<file path="config.mk">
export PLATFORM = sky130hd
export DESIGN_NAME = isa_mem_write_capture
export DESIGN_NICKNAME = d
export VERILOG_FILES = /design/src/rtl/isa_mem_write_capture.sv
export SDC_FILE = /design/constraint.sdc
export NUM_CORES = 1
export LEC_CHECK = 0
export ABC_AREA = 1
export BUFFER_PORTS_ARGS = -buffer_cell sky130_fd_sc_hd__buf_4
export CORE_MARGIN = 1.5
export CORE_UTILIZATION = 59
export DETAILED_ROUTE_END_ITERATION = 7
export PLACE_DENSITY = 0.83
export REMOVE_ABC_BUFFERS = 1
export SETUP_SLACK_MARGIN = 0.05
export SYNTH_ARGS = -nofsm -noshare
export SYNTH_HDL_FRONTEND = slang
export SYNTH_SLANG_ARGS = --single-unit
export TNS_END_PERCENT = 10
</file>
<file path="constraint.sdc">
create_clock -name clock -period 4.93 [get_ports clock]
set_clock_uncertainty 0.1 [all_clocks]
set_input_delay 0.493 -clock clock [delete_from_list [all_inputs] [get_ports clock]]
set_output_delay 0.493 -clock clock [all_outputs]
set_load 0.01 [all_outputs]
</file>
<file path="src/rtl/isa_mem_write_capture.sv">
// isa_mem_write_capture
//   Captures asynchronous ISA memory-write cycles that fall in the card's memory window. For
//   each accepted write it produces one stretched write strobe to the VRAM write buffer,
//   together with a stable address, data word and byte lanes. When the buffer reports
//   almost-full, the ISA cycle is held off through IOCHRDY for a bounded time.
//
// Ports
//   clock            system fast clock
//   RESET            synchronous, active-high reset
//   isa_sa[19:0]     ISA address bus (asynchronous)
//   isa_sd[15:0]     ISA data bus (asynchronous)
//   isa_memw_n       ISA MEMW# (asynchronous)
//   isa_sbhe_n       ISA SBHE# (asynchronous)
//   buf_almost_full  buffer cannot safely take another entry
//   buf_full         buffer full
//   data_out[15:0]   captured write data
//   addr_out[19:0]   captured byte address
//   byte_en[1:0]     [0] low lane, [1] high lane, active high
//   new_data         write strobe, high for STROBE_CYCLES cycles
//   iochrdy_pull     1 = pull ISA IOCHRDY low (wait)
//   dropped          one-cycle pulse when a write is discarded
//
// Optional build macro ISA_CAPTURE_STATS_EN adds the saturating counters stat_writes,
// stat_drops and stat_waits (16 bits each, cleared by RESET).

module isa_mem_write_capture #(
  parameter logic [19:0] WIN_BASE      = 20'hA0000,
  parameter logic [19:0] WIN_SIZE      = 20'h20000,
  parameter int unsigned SETTLE_CYCLES = 2,
  parameter int unsigned STROBE_CYCLES = 3,
  parameter int unsigned WAIT_MAX      = 200
) (
  input  logic        clock,
  input  logic        RESET,
  input  logic [19:0] isa_sa,
  input  logic [15:0] isa_sd,
  input  logic        isa_memw_n,
  input  logic        isa_sbhe_n,
  input  logic        buf_almost_full,
  input  logic        buf_full,
  output logic [15:0] data_out,
  output logic [19:0] addr_out,
  output logic [1:0]  byte_en,
  output logic        new_data,
  output logic        iochrdy_pull,
  output logic        dropped
`ifdef ISA_CAPTURE_STATS_EN
  ,
  output logic [15:0] stat_writes,
  output logic [15:0] stat_drops,
  output logic [15:0] stat_waits
`endif
);

  typedef enum logic [2:0] {StIdle, StSettle, StCheck, StWait, StStrobe, StRelease} state_e;

  localparam logic [15:0] SettleMax = 16'(SETTLE_CYCLES);
  localparam logic [15:0] StrobeMax = 16'(STROBE_CYCLES);
  localparam logic [15:0] WaitMax   = 16'(WAIT_MAX);

  // Two-flop synchronizers; control lines reset to their inactive (high) level.
  logic [19:0] r_sa_s1, r_sa_s2;
  logic [15:0] r_sd_s1, r_sd_s2;
  logic        r_memw_s1, r_memw_s2;
  logic        r_sbhe_s1, r_sbhe_s2;

  always_ff @(posedge clock) begin
    if (RESET) begin
      r_sa_s1   <= '0;
      r_sa_s2   <= '0;
      r_sd_s1   <= '0;
      r_sd_s2   <= '0;
      r_memw_s1 <= 1'b1;
      r_memw_s2 <= 1'b1;
      r_sbhe_s1 <= 1'b1;
      r_sbhe_s2 <= 1'b1;
    end else begin
      r_sa_s1   <= isa_sa;
      r_sa_s2   <= r_sa_s1;
      r_sd_s1   <= isa_sd;
      r_sd_s2   <= r_sd_s1;
      r_memw_s1 <= isa_memw_n;
      r_memw_s2 <= r_memw_s1;
      r_sbhe_s1 <= isa_sbhe_n;
      r_sbhe_s2 <= r_sbhe_s1;
    end
  end

  logic w_memw_low;
  assign w_memw_low = ~r_memw_s2;

  // Window decode on 21-bit values so base+size never wraps past 20'hFFFFF.
  logic [20:0] w_sa_ext, w_win_lo, w_win_hi;
  logic        w_hit;
  assign w_sa_ext = {1'b0, r_sa_s2};
  assign w_win_lo = {1'b0, WIN_BASE};
  assign w_win_hi = {1'b0, WIN_BASE} + {1'b0, WIN_SIZE};
  assign w_hit    = (w_sa_ext >= w_win_lo) && (w_sa_ext < w_win_hi);

  // Lane steering: an 8-bit cycle at an odd address with SBHE# high lands on the low lane.
  logic [1:0]  w_be;
  logic [15:0] w_data;
  always_comb begin
    w_be = {~r_sbhe_s2, ~r_sa_s2[0]};
    if (w_be == 2'b00) w_be = 2'b01;
    w_data = r_sd_s2;
    if (w_be == 2'b10) w_data = {r_sd_s2[15:8], r_sd_s2[15:8]};
  end

  state_e      r_state, w_state_d;
  logic [15:0] r_cnt, w_cnt_d;
  logic        w_capture, w_drop, w_strobe_start, w_wait_start;

  always_comb begin
    w_state_d      = r_state;
    w_cnt_d        = r_cnt;
    w_capture      = 1'b0;
    w_drop         = 1'b0;
    w_strobe_start = 1'b0;
    w_wait_start   = 1'b0;
    case (r_state)
      StIdle: begin
        // The cycle that detects MEMW# low already counts as the first settle cycle.
        if (w_memw_low) begin
          w_state_d = (SETTLE_CYCLES <= 1) ? StCheck : StSettle;
          w_cnt_d   = 16'd1;
        end
      end
      StSettle: begin
        if (!w_memw_low) begin
          w_state_d = StIdle;
          w_cnt_d   = '0;
        end else if (r_cnt + 16'd1 >= SettleMax) begin
          w_state_d = StCheck;
          w_cnt_d   = '0;
        end else begin
          w_cnt_d = r_cnt + 16'd1;
        end
      end
      StCheck: begin
        w_cnt_d = 16'd1;
        if (!w_hit) begin
          w_state_d = StRelease;
          w_cnt_d   = '0;
        end else begin
          w_capture = 1'b1;
          if (buf_almost_full) begin
            w_state_d    = StWait;
            w_wait_start = 1'b1;
          end else begin
            w_state_d      = StStrobe;
            w_strobe_start = 1'b1;
          end
        end
      end
      StWait: begin
        if (!buf_almost_full || (r_cnt >= WaitMax && !buf_full)) begin
          w_state_d      = StStrobe;
          w_cnt_d        = 16'd1;
          w_strobe_start = 1'b1;
        end else if (r_cnt >= WaitMax) begin
          w_state_d = StRelease;
          w_cnt_d   = '0;
          w_drop    = 1'b1;
        end else begin
          w_cnt_d = r_cnt + 16'd1;
        end
      end
      StStrobe: begin
        if (r_cnt >= StrobeMax) begin
          w_state_d = StRelease;
          w_cnt_d   = '0;
        end else begin
          w_cnt_d = r_cnt + 16'd1;
        end
      end
      StRelease: begin
        // One strobe per ISA cycle: wait here until MEMW# returns high.
        if (!w_memw_low) w_state_d = StIdle;
      end
      default: begin
        w_state_d = StIdle;
        w_cnt_d   = '0;
      end
    endcase
  end

  logic [15:0] r_data;
  logic [19:0] r_addr;
  logic [1:0]  r_be;
  logic        r_dropped;

  always_ff @(posedge clock) begin
    if (RESET) begin
      r_state   <= StIdle;
      r_cnt     <= '0;
      r_data    <= '0;
      r_addr    <= '0;
      r_be      <= '0;
      r_dropped <= 1'b0;
    end else begin
      r_state   <= w_state_d;
      r_cnt     <= w_cnt_d;
      r_dropped <= w_drop;
      if (w_capture) begin
        r_data <= w_data;
        r_addr <= r_sa_s2;
        r_be   <= w_be;
      end
    end
  end

  assign data_out     = r_data;
  assign addr_out     = r_addr;
  assign byte_en      = r_be;
  assign new_data     = (r_state == StStrobe);
  assign iochrdy_pull = (r_state == StWait);
  assign dropped      = r_dropped;

`ifdef ISA_CAPTURE_STATS_EN
  logic [15:0] r_stat_writes, r_stat_drops, r_stat_waits;

  always_ff @(posedge clock) begin
    if (RESET) begin
      r_stat_writes <= '0;
      r_stat_drops  <= '0;
      r_stat_waits  <= '0;
    end else begin
      if (w_strobe_start && r_stat_writes != 16'hFFFF) r_stat_writes <= r_stat_writes + 16'd1;
      if (w_drop && r_stat_drops != 16'hFFFF) r_stat_drops <= r_stat_drops + 16'd1;
      if (w_wait_start && r_stat_waits != 16'hFFFF) r_stat_waits <= r_stat_waits + 16'd1;
    end
  end

  assign stat_writes = r_stat_writes;
  assign stat_drops  = r_stat_drops;
  assign stat_waits  = r_stat_waits;
`endif

endmodule
</file>
== After elaboration in Yosys (flattened, before gate mapping) ==
Cells that the tools add are included.
Operators by class
  equality and inequality tests: 11
  multiply operators: 0
  bitwise operators: 4
  magnitude comparators: 5
  $add $sub $neg: 1
  div/mod/pow operators: 0
  reduce and logical (&&, ||, !) cells: 10
  muxes and demuxes: 23
  shift operators: 0
Operator list (number)
  $mux W16: 6
  $pmux W16 S6: 1
  $ge A16 B2 Y1 const B: 2
  $mux W3: 9
  $ge A20 B20 Y1 const B: 1
  $lt A20 B20 Y1 const B: 1
  $pmux W3 S6: 1
  $add A16 B1 Y16 const B: 1
  $ge A16 B8 Y1 const B: 1
  $mux W8: 1
  $eq A3 B2 Y1 const B: 2
  $eq A3 B3 Y1 const B: 2
  $reduce_and A5 Y1: 1
  $mux W1: 4
  $ne A2 B2 Y1 const B: 2
  $not A1 Y1: 4
  $eq A3 B1 Y1 const B: 1
  $logic_not A3 Y1: 1
  $ne A3 B1 Y1 const B: 1
  $ne A3 B3 Y1 const B: 1
  $reduce_or A3 Y1: 1
  $eq A2 B2 Y1 const B: 1
  $logic_and A1 B1 Y1: 2
  $logic_not A1 Y1: 2
  5 further kinds: 5
Storage, ports and cells
  register bits after elaboration: 134
  word-level logic and storage cells: 68
  ROM bits: 0
  output and inout port bits: 41
  bits in latches: 0
  input bits: 42
  memories: 0
  bits in writable memories: 0

== Depth between registers and ports, before layout ==
Gate-level depths: netlist of the first run.
  depth after elaboration: 5
  mapped depth: 15
  mapped depth without buffers: 15

== Least setup slack after synthesis of the first run ==
OpenSTA, ideal clock, no wires.
  path kind: flip-flop to flip-flop
  from: register r_cnt[0]
  to: register r_state[0]
  stages on the path, launching flop included: 15
  library setup time: 114 ps
  required time: 4716 ps
  path slack: 3121 ps
  buffers on the path: 0
  arrival time: 1595 ps
  clock period less this slack: 1809 ps
  path through: dfxtp_1 -> ha_1 -> nand3_2 -> nor2_8 -> nand2_2 -> nand2_1 -> nand2_1 -> nor2_1 -> nand2_1 -> nor2_2 -> nand2_2 -> nand4_2 -> nand2_1 -> nand2_1 -> nor2_1
On the way
  cells in the longest elaborated chain, start to end: 5
  elaborated cells on any way between the ends: 12
  those cells by class: 1 x add/sub; 3 x order compare; 3 x eq/ne; 2 x mux; 3 x reduce/logical
RTL lines
  from (decl): RTL line 111  | logic [15:0] r_cnt, w_cnt_d;
  from (signal assigned): RTL line 203  | r_cnt <= w_cnt_d;
  parallel branches: the longest is 5 deep, another holds $add A16 B1 Y16
  to (signal assigned): RTL line 195  | r_state <= StIdle;
  to (signal assigned): RTL line 202  | r_state <= w_state_d;
  to (decl): RTL line 110  | state_e r_state, w_state_d;
Parallel ways; which one is timed is not known.
A chain may end at the register's enable or synchronous reset.

== Worst setup path after layout of the first run ==
  from: register r_state[1]
  to: register r_data[7] (netlist: data_out[7])
On the way
  cells in the longest elaborated chain, start to end: 2
RTL lines
  $eq A3 B2 Y1: RTL line 121  | case (r_state)
  $mux W1: RTL line 121
  to (signal assigned): RTL line 206  | r_data <= w_data;
  to (decl): RTL line 188  | logic [15:0] r_data;
No other way between the ends.

==> run summary, run 1 <==
The type of the worst setup path is register to register. Of the total power, the clock network draws 0.461. The number of buffer cells added on primary ports came out at 82. The first TritonRoute pass finished after 5 iterations. The worst endpoint required time came out at 5.28 ns. After detailed routing, the number of vias per cell comes to 4.94. In the post-synthesis netlist, the cell with the most instances is nor2_1. The final hold violation count is 0. The clock period could shrink to 2.74 ns. The routing usage on met3 came out at 0.0797. Of all nets on the critical path, the largest fanout is 40. The worst IR drop on VDD came out at 0.267 mV.

The sort of element at the end of the critical path is a register. The average footprint of a synthesized cell is 7.60 um^2. The final design utilization came out at 0.756.

The post-cts resize count came out at 0. Among all flip-flop cells after synthesis, the most frequent one is dfxtp_1. The root buffer cell chosen for the clock tree is clkbuf_8. The horizontal extent of the die came out at 94.3 um. The power density over the cells is 427 nW/um^2. The number of buffers inserted by hold repair at cts is 0. The flop and latch count out of synthesis is 134. The final worst-path setup slack came out at 2.19 ns. The count of cell types in the netlist is 31.

The number of clock sinks came out at 134. The CTS H-tree depth is 4. The total routed wirelength is 10800 um. The global-route usage over all layers came out at 0.262. TritonCTS built the clock tree. The count of filler cells inserted in the layout is 590. Ranked by total cell area, the synthesized netlist is headed by dfxtp_1 (54%), nor2_1 (12%), inv_1 (8.1%). The post-CTS setup buffer count is 0.

The count of pins on the block boundary is 83. After the last flow step, the layout net total stands at 773. The number of antenna diodes is 0. The post-DP HPWL is 6760 um. The tightest min-delay check is of the primary input to register type.

The clock latency at the later pin of the worst-skew pair came out at 0.53 ns. Timing analysis after detailed placement gives a worst setup slack of 2.33 ns. In this run, synthesis inferred 0 flip-flops with an integrated enable. The initial detailed-routing violation count came out at 162.

The number of max-slew violations in the final report was 0. After routing, the total negative slack on setup checks comes to 0 ns. After floorplanning, the core was divided into 33 placement rows. Of all cell types, the one taking the most synthesized area is dfxtp_1.

The non-filler instance count after layout is 844. The actual slew at the worst max-slew pin is 0.793 ns. The arrival time at the worst endpoint is 3.09 ns. The number of failing setup endpoints in the final timing report is 0. Entering global routing, the biggest net connects 75 pins. In the final layout, the share of cells above drive strength 1 is 0.188.

The period utilization came out at 0.557. The CTS clock-pin slew for the worst setup and hold paths came out at 0.06 ns. The residual antenna-violating net count after detailed routing came out at 0. The global-route track usage on met1 came out at 0.299. The floorplan step set the die height to 94.3 um. The final routed DRC violation total is 0. The worst setup path is launched from a register. The sequential cell area fraction in the yosys report came out at 0.545.

The total CTS buffers came out at 17. Summed over all layers, the global routing overflow is 0. Setup repair after global routing left no endpoint under its margin. The initial core utilization is 0.605. The global-route wire length before repair is 17800 um. The number of warnings printed during yosys synthesis came out at 0. Of the total power, the share spent switching nets is 0.252. The gate count of the mapped netlist came out at 648.

After synthesis, the share of flip-flops with an asynchronous set or reset is 0. The total instance count after detailed placement came out at 814. The floorplan step defined a die boundary enclosing 8900 um^2. After global routing, the most crowded layer is met2.

The area added between synthesis and finish is 24.9%. The clock passes through at most 2 buffers. The post-route worst hold slack is 0.0499 ns.

The combinational power share came out at 0.100. The maximum clock frequency is 0.364 GHz. The analysis attributes to net switching a power of 0.661 mW.

The number of antenna violations at the first check in global routing is 0. Of the post-synthesis cell area, the dominant cell type holds 0.545. The internal power of the cells totals 1.96 mW. Routability-driven placement finished with a final weighted congestion of 0.943. Ranked by instance count, the synthesized netlist is headed by nor2_1 (154), dfxtp_1 (134), inv_1 (106). The share of total power dissipated in sequential elements is 0.438. The met2 routing resource usage after global routing is 0.445. The final routed wire length divided by cell count is 12.8 um. The number of max-cap violations came out at 0. For this design the static power due to leakage is 3.00 nW. The cell area after technology mapping came out at 4920 um^2.

Measured against its own limit, the worst slew margin works out to 0.471. The run finished with clean final reports. The placeable core region came out at 8130 um^2. The number of global-route vias before repair came out at 3925. The overall via count from detail_route is 4170.
[state kept, by name, indices dropped and copies added (netlist names)]
name / count
byte_en: 2
dropped: 1
r_cnt: 16
r_sd_s2: 16
r_sa_s1: 20
r_sd_s1: 16
r_memw_s2: 1
r_sbhe_s1: 1
r_sa_s2: 20
r_state: 3
r_memw_s1: 1
r_sbhe_s2: 1
data_out: 16
addr_out: 20
[per-stage QoR]
stage	instance area, um^2	power (mW)
6_report	6150	2.62
2_1_floorplan	4810	1.33
3_5_place_dp	5580	1.43
4_1_cts	6150	2.63
5_1_grt	6150	2.71
3_3_place_gp	5580	1.42
[cells by family (layout without fill, tap and decap cells)]
family | count (synthesis) | in the layout | synth area share
flip-flops | 134 | 134 | 0.545
XOR/XNOR | 1 | 1 | 0.00331
buffers and inverters | 131 | 222 | 0.105
AO/OA/AOI/OAI | 68 | 68 | 0.0717
AND/OR/NAND/NOR | 311 | 311 | 0.267
adder cells (fa/ha/maj) | 3 | 3 | 0.00763
[power groups by stage]
stage | registers [mW] | logic [mW] | clock network [mW]
final | 1.15 | 0.263 | 1.21
after global routing | 1.15 | 0.295 | 1.26
after CTS | 1.15 | 0.262 | 1.22
after detailed placement | 1.17 | 0.256 | 0
after global placement | 1.17 | 0.246 | 0
after floorplan | 1.17 | 0.168 | 0
[worst max-delay path: stages, from the launching register on]
cell and delay [ns]:
dfxtp_1 0.37, inv_1 0.08, nor2_1 0.13, inv_1 0.10, nor2_1 0.19, inv_1 0.10
nor2_4 0.60, inv_2 0.47, nor2_1 0.18, inv_1 0.08, nand2_1 0.07, o21ai_1 0.07
a21oi_1 0.12
[cell type report]
type	instances	area, um^2	area share
Clock inverter	11	128	0.0208
Inverter	109	409	0.0666
Multi-Input combinational cell	383	1730	0.282
Clock buffer	19	442	0.0719
Timing Repair Buffer	83	623	0.101
Sequential cell	134	2680	0.436
Tap cell	105	131	0.0214
[path summary, 6_finish.rpt]
check        depth (start not counted)          end  startpoint  slack (ns)
min                                  2    r_sbhe_s1  isa_sbhe_n        0.05
min reg2reg                          2   r_sa_s2[4]  r_sa_s1[4]        0.30
max                                 12  data_out[7]  r_state[1]        2.19
max reg2reg                         12  data_out[7]  r_state[1]        2.19
[cells in the final DEF (no fill, tap or decap), drive strengths merged, types with 19 or more instances in the layout]
master,n
nor2,162
dfxtp,134
buf,83
clkbuf,19
inv,108
nand2,107
o21ai,33
nand3,20
a21oi,33
[per-layer routing]
metal,share of wire,routed length [um],vias to the layer above
met5,0,0,-
met1,0.42,4530,1868
met3,0.062,666,30
met4,0.024,258,0
met2,0.50,5370,155
li1,-,-,2117
No activity file was read; power rests on OpenSTA's default activity.
==> run 2: changes to the inputs <==
CORE_UTILIZATION = 50   (was 59)
PLACE_DENSITY = 0.75   (was 0.83)
clock period = 2.2 ns   (was 4.93 ns; I/O delays follow)
==> run summary, run 2 (synthesis gave the netlist of run 1 again) <==
The flow ran to the end, and the final reports show no timing, DRC or antenna violations. The period utilization came out at 0.919 (+0.363). The count of pins on the block boundary is 83 (unchanged). The clock tree root driver cell is clkbuf_8. The first-pass iteration count of the detailed router is 4 (-1).

The worst-case setup slack after placement came out at 0.192 ns (-2.14 ns). The clock period minus final worst setup slack was 2.02 ns (-0.722 ns). The die area is 10400 um^2 (+17%).

The number of buffer cells added on primary ports is 82 (unchanged). The multi-input gate area in the final layout is 1750 um^2 (+1.1%). The final routed wire length divided by cell count is 12.2 um (-5.0%). The global-route wire length before repair is 17700 um (-0.70%).

The number of failing setup endpoints in the final timing report came to 0 (unchanged). The actual slew at the worst max-slew pin came out at 0.641 ns (-0.152 ns). The placement row count came to 36 (+9.1%). The remaining global-route overflow is 0 (unchanged). The initial detailed-routing violation count is 245 (+51%). The area taken by flip-flops and latches is 2690 um^2 (+0.23%). The final-layout setup total negative slack came out at 0 ns (unchanged). The number of max-slew violations in the final report is 0 (unchanged). The worst hold path begins at buf_almost_full. The worst setup path is captured at a register.

The overall via count from detail_route was 4300 (+3.1%). The hold path depth is 5 (+3). The worst endpoint required time is 2.54 ns (-2.74 ns). STA classifies the critical path startpoint as a register. The net count of the finished layout was 823 (+6.5%). The arrival time at the worst endpoint came out at 2.36 ns (-0.73 ns). The register-to-register setup slack came out at 0.18 ns (-2.01 ns). The number of clock sinks came to 134 (unchanged).

The non-filler instance count after layout is 924 (+9.5%). The final routed DRC violation total is 0 (unchanged). In the layout the commonest cells are nor2_1 (153), dfxtp_1 (131), inv_1 (105).

The clock latency at the later pin of the worst-skew pair is 0.51 ns (-0.02 ns). The leading cell type in the layout, fill and taps excluded is nor2_1. The placeable core region was 9640 um^2 (+19%). The horizontal extent of the die is 102 um (+8.4%). The routability congestion estimate from global placement is 0.881 (-6.6%). The initial core utilization came out at 0.511 (-0.0945). The number of antenna violations at the first check in global routing came to 0 (unchanged). The count of filler cells inserted in the layout is 728 (+23%). The worst min-delay path endpoint is r_state[0]. The final hold violation count is 0 (unchanged).

The overall power after layout came out at 5.98 mW (+130%). The residual antenna-violating net count after detailed routing is 0 (unchanged). The worst IR drop on VDD came out at 0.645 mV (+140%).

The total CTS buffers is 17 (unchanged). The mean number of vias per cell is 4.65 (-5.8%). The total instance count after detailed placement is 850 (+4.4%). The total routed wirelength is 11300 um (+4.0%). The power density over the cells is 892 nW/um^2 (+110%).

The fraction of final layout cells sized beyond drive strength 1 is 0.196 (+0.00786). The area added between synthesis and finish came out at 36.2%. The global-route usage over all layers is 0.217 (-0.0445).

The largest net degree at the start of global routing came out at 40 (-47%). The number of antenna diodes is 0 (unchanged). Setup repair after global routing could not meet its margin everywhere. The post-route worst hold slack came to 0.0298 ns (-0.0201 ns). The die extent in y was 102 um (+8.4%). The maximum clock frequency is 0.495 GHz (+36%).

In this run the worst hold path is classified as primary input to register. The number of global-route vias before repair came out at 3922 (-0.076%). The CTS H-tree depth is 4 (unchanged). The worst relative slew slack is 0.572 (+0.101).

The number of max-cap violations is 0 (unchanged). The final worst-path setup slack came to 0.178 ns (-2.01 ns). TritonCTS built the clock tree. The CTS clock-pin slew for the worst setup and hold paths came out at 0.06 ns (about the same). The post-DP HPWL came out at 6520 um (-3.5%). In this run the critical register-to-register path is launched from r_cnt[0]. The largest fanout on the critical path came out at 8 (-80%). The endpoint identified for the worst register-to-register timing path is r_cnt[0]. The maximum clock path buffer count is 2 (unchanged). By startpoint and endpoint, the worst setup path is classified as register to register. The leakage component of the power came out at 3.21 nW (+7.1%). The number of cells on the worst reg-to-reg path was 13 (+1).
-- run 2: changes by cell type in the layout (fill, tap and decap cells not counted), moves of 3 or more --
cell,before,now
buf_4,83,91
clkinvlp_4,2,5
dfxtp_1,134,131
dlygate4sd3_1,0,41
inv_6,0,3
-- run 2: worst max-delay path by stage --
stage	end	slack, ns	depth (start not counted)	from
2_1_floorplan	data_out[7]	-0.63	12	r_state[1]
3_3_place_gp	r_state[0]	0.27	14	r_cnt[0]
3_5_place_dp	r_state[1]	0.19	14	r_cnt[0]
4_1_cts	r_state[2]	0.19	14	r_cnt[0]
5_1_grt	r_state[1]	-0.01	14	r_cnt[0]
6_report	r_cnt[0]	0.18	13	r_cnt[0]
-- run 2: final cells by class --
cell class | instances | share of cell area
well taps | 133 | 0.0248
repair buffers | 133 | 0.166
flip-flops and latches | 134 | 0.401
clock buffers | 19 | 0.0644
inverters | 109 | 0.0610
clock inverters | 13 | 0.0218
multi-input cells | 383 | 0.261
-- run 2: through the flow --
stage | cell area (um^2) | util
after floorplan | 4810 | -
after CTS | 6660 | 0.690
after detailed placement | 5670 | 0.588
final | 6710 | 0.696
after global placement | 5670 | 0.588
after global routing | 6710 | 0.696
-- run 2: what timing repair did --
item,in CTS,in global routing
resized for setup,0,9
hold buffers,41,0
setup buffers,0,1
setup endpoints to repair,0,7
hold endpoints to repair,42,0
-- run 2: metal layers --
metal	up-vias	GRT usage	share of wire
met2	108	0.376	0.51
met3	11	0.0609	0.055
li1	2208	-	-
met5	-	0	0
met1	1973	0.263	0.42
met4	0	0.0674	0.012
-- run 2: power breakdown --
part / leakage (nW) / internal (mW) / switching, mW / total (mW)
Sequential: 1.10 / 2.53 / 0.0491 / 2.58
Combinational: 1.84 / 0.290 / 0.387 / 0.677
Clock: 0.267 / 1.65 / 1.07 / 2.73
Total: 3.21 / 4.47 / 1.51 / 5.98
-- run 2: critical path, stage by stage, from the launching register on --
cell and delay, ns:
dfxtp_4 0.37, ha_2 0.22, nand3_4 0.11, nor2_8 0.19, buf_12 0.12, xor2_2 0.16
nand3_1 0.12, nor2_2 0.11, nand2_2 0.10, nand2_1 0.07, nand2_1 0.05, nand2_1 0.05
nand2_1 0.06, a21oi_2 0.11
==> run 3: changes to the inputs <==
==> constraint.sdc (replaced) <==
create_clock -name clock -period 2.2 [get_ports clock]
set_clock_uncertainty 0.1 [all_clocks]
set_input_delay 0.11 -clock clock [delete_from_list [all_inputs] [get_ports clock]]
set_output_delay 0.11 -clock clock [all_outputs]
set_load 0.01 [all_outputs]
==> run summary, run 3 (synthesis gave the netlist of run 1 again) <==
The period utilization is 0.923 (+0.00424). The actual slew at the worst max-slew pin is 0.644 ns (+0.00281 ns). The number of clock sinks came out at 134 (unchanged).

The worst relative slew slack is 0.570 (-0.00188). The library cell used most frequently in the layout, excluding fill and tap cells, is nor2_1. The CTS H-tree depth came to 4 (unchanged). STA classifies the critical path endpoint as a register. The initial core utilization came out at 0.511 (unchanged).

The clock period minus final worst setup slack came out at 2.03 ns (+0.00934 ns). In the layout the commonest cells are nor2_1 (153), dfxtp_1 (131), inv_1 (105). The total routed wirelength came out at 11600 um (+3.4%).

The final hold violation count came to 0 (unchanged). The count of pins on the block boundary is 83 (unchanged). The internal portion of total power came to 4.88 mW (+9.1%). The worst setup path is launched from a register.

The fraction of power consumed by sequential logic is 0.405 (-0.026). The number of antenna violations at the first check in global routing is 0 (unchanged). The number of cells on the worst reg-to-reg path came to 10 (-3).

The hold path depth came to 6 (+1). The net switching share of the total power is 0.233 (-0.0191). The global-route usage over all layers came out at 0.235 (+0.0180). The placeable core region came out at 9640 um^2 (unchanged). The clock network fraction of design power is 0.483 (+0.027). The mean number of vias per cell came out at 4.75 (+2.0%).

The CTS clock-pin slew for the worst setup and hold paths was 0.06 ns (about the same). The number of antenna diodes came to 0 (unchanged). The cell area after placement came out at 5660 um^2 (about the same). The number of max-slew violations in the final report came out at 0 (unchanged). In this run the critical register-to-register path is launched from r_cnt[11]. The endpoint identified for the worst register-to-register timing path is dropped.

The number of max-cap violations came out at 0 (unchanged). The net switching power of the design came to 1.48 mW (-1.7%). The clock latency at the later pin of the worst-skew pair came to 0.52 ns (about the same). The critical path is of the register to register type. The number of failing setup endpoints in the final timing report came out at 0 (unchanged).

The overall via count from detail_route is 4429 (+3.0%). The worst-case setup slack after placement came to 0.170 ns (-0.0219 ns). The global-route wire length before repair is 18800 um (+6.2%). The net count of the finished layout came to 832 (+1.1%). The leakage component of the power is 3.30 nW (+2.8%). The area added between synthesis and finish is 39.7%. The worst min-delay path endpoint is r_cnt[3]. The power density over the cells is 925 nW/um^2 (+3.8%). TritonCTS built the clock tree. The hold path startpoint is buf_full.

The final worst-path setup slack came out at 0.168 ns (-0.00934 ns). The final routed wire length divided by cell count came out at 12.5 um (+2.5%). The number of global-route vias before repair came out at 4197 (+7.0%). The residual antenna-violating net count after detailed routing is 0 (unchanged). The horizontal extent of the die is 102 um (unchanged). The maximum clock path buffer count is 2 (unchanged).

The register-to-register setup slack was 0.17 ns (about the same). The remaining global-route overflow came out at 0 (unchanged). The largest net degree at the start of global routing came out at 51 (+28%). The routability congestion estimate from global placement came out at 0.888 (+0.74%).

The worst endpoint required time is 2.57 ns (+0.03 ns). The final-layout setup total negative slack was 0 ns (unchanged). The die extent in y came out at 102 um (unchanged). The worst IR drop on VDD came out at 0.602 mV (-6.6%). The final routed DRC violation total came to 0 (unchanged).

The first-pass iteration count of the detailed router is 4 (unchanged). The flow ran to the end, and the final reports show no timing, DRC or antenna violations. The number of buffer cells added on primary ports came to 82 (unchanged). Setup repair after global routing could not meet its margin everywhere. The arrival time at the worst endpoint is 2.40 ns (+0.04 ns). The fraction of final layout cells sized beyond drive strength 1 is 0.193 (-0.00345).

The tree is rooted in a clkbuf_8. The post-route cell area was 6880 um^2 (+2.5%). The maximum clock frequency is 0.492 GHz (-0.46%). The total CTS buffers came out at 17 (unchanged). The initial detailed-routing violation count is 195 (-20%). The post-DP HPWL came to 6500 um (-0.38%). The combinational power share is 0.112 (about the same). The placement row count is 36 (unchanged). The largest fanout on the critical path came out at 7 (-1). The tightest min-delay check is of the primary input to register type.

The die area came out at 10400 um^2 (unchanged).
==> run 3: cell types whose count changed in the layout (fill, tap and decap cells not counted), sizes merged, moves of 2 or more <==
cell         before  now
clkbuf           19   21
buf              92   90
bufinv            2    5
dlygate4sd3      41   51
clkinvlp          5    3
inv             110  108
==> run 3: what timing repair did <==
item,4_1_cts,5_1_grt
endpoints found under the hold margin,54,0
setup endpoints to repair,0,8
setup buffers,0,1
resized for setup,0,8
hold buffers,51,0
==> run 3: power groups by stage <==
stage / clock network, mW / logic (mW) / registers (mW)
2_1_floorplan: 0 / 0.376 / 2.61
3_3_place_gp: 0 / 0.576 / 2.62
3_5_place_dp: 0 / 0.599 / 2.62
4_1_cts: 3.12 / 0.679 / 2.57
5_1_grt: 3.21 / 0.794 / 2.58
6_report: 3.08 / 0.711 / 2.58
==> run 3: metrics by stage <==
step	total power, mW	util	std cells	hold slack [ns]
2_1_floorplan	2.99	-	626	0.0724
3_3_place_gp	3.19	0.588	848	0.199
3_5_place_dp	3.22	0.588	848	0.201
4_1_cts	6.37	0.708	931	0.0977
5_1_grt	6.59	0.713	933	0.158
6_report	6.36	0.713	933	0.152
==> run 3: worst max-delay path by stage <==
stage / start / endpoint / slack (ns) / depth (start not counted)
floorplan: r_state[1] / data_out[7] / -0.63 / 12
detailed placement: r_cnt[0] / r_state[1] / 0.17 / 12
CTS: r_cnt[8] / dropped / 0.10 / 10
global placement: r_cnt[0] / r_state[0] / 0.27 / 14
finish: r_cnt[11] / dropped / 0.17 / 10
global route: r_cnt[2] / r_cnt[0] / 0.04 / 14
==> run 3: final cells by class <==
| type | count | area [um^2] |
|---|---|---|
| Clock buffer | 21 | 459 |
| Clock inverter | 11 | 195 |
| Multi-Input combinational cell | 384 | 1760 |
| Inverter | 109 | 409 |
| Tap cell | 133 | 166 |
| Fill cell | 695 | 2760 |
| Sequential cell | 134 | 2690 |
| Timing Repair Buffer | 141 | 1200 |
==> run 3: routing by layer <==
metal | GRT usage | vias to the layer above | wire [um]
li1 | - | 2231 | -
met1 | 0.268 | 2053 | 4870
met2 | 0.403 | 126 | 5940
met3 | 0.0814 | 19 | 646
met4 | 0.0980 | 0 | 184
met5 | 0 | - | 0
==> run 3: critical path, cell delays in order, from the launching register on <==
cell           delay (ns)
dfxtp_1              0.35
inv_1                0.12
nand3_1              0.10
nor2_2               0.15
nand2_2              0.13
clkinv_1             0.09
nor2_1               0.06
nor3b_2              0.19
dlygate4sd3_1        0.57
nand3_1              0.06
inv_1                0.06
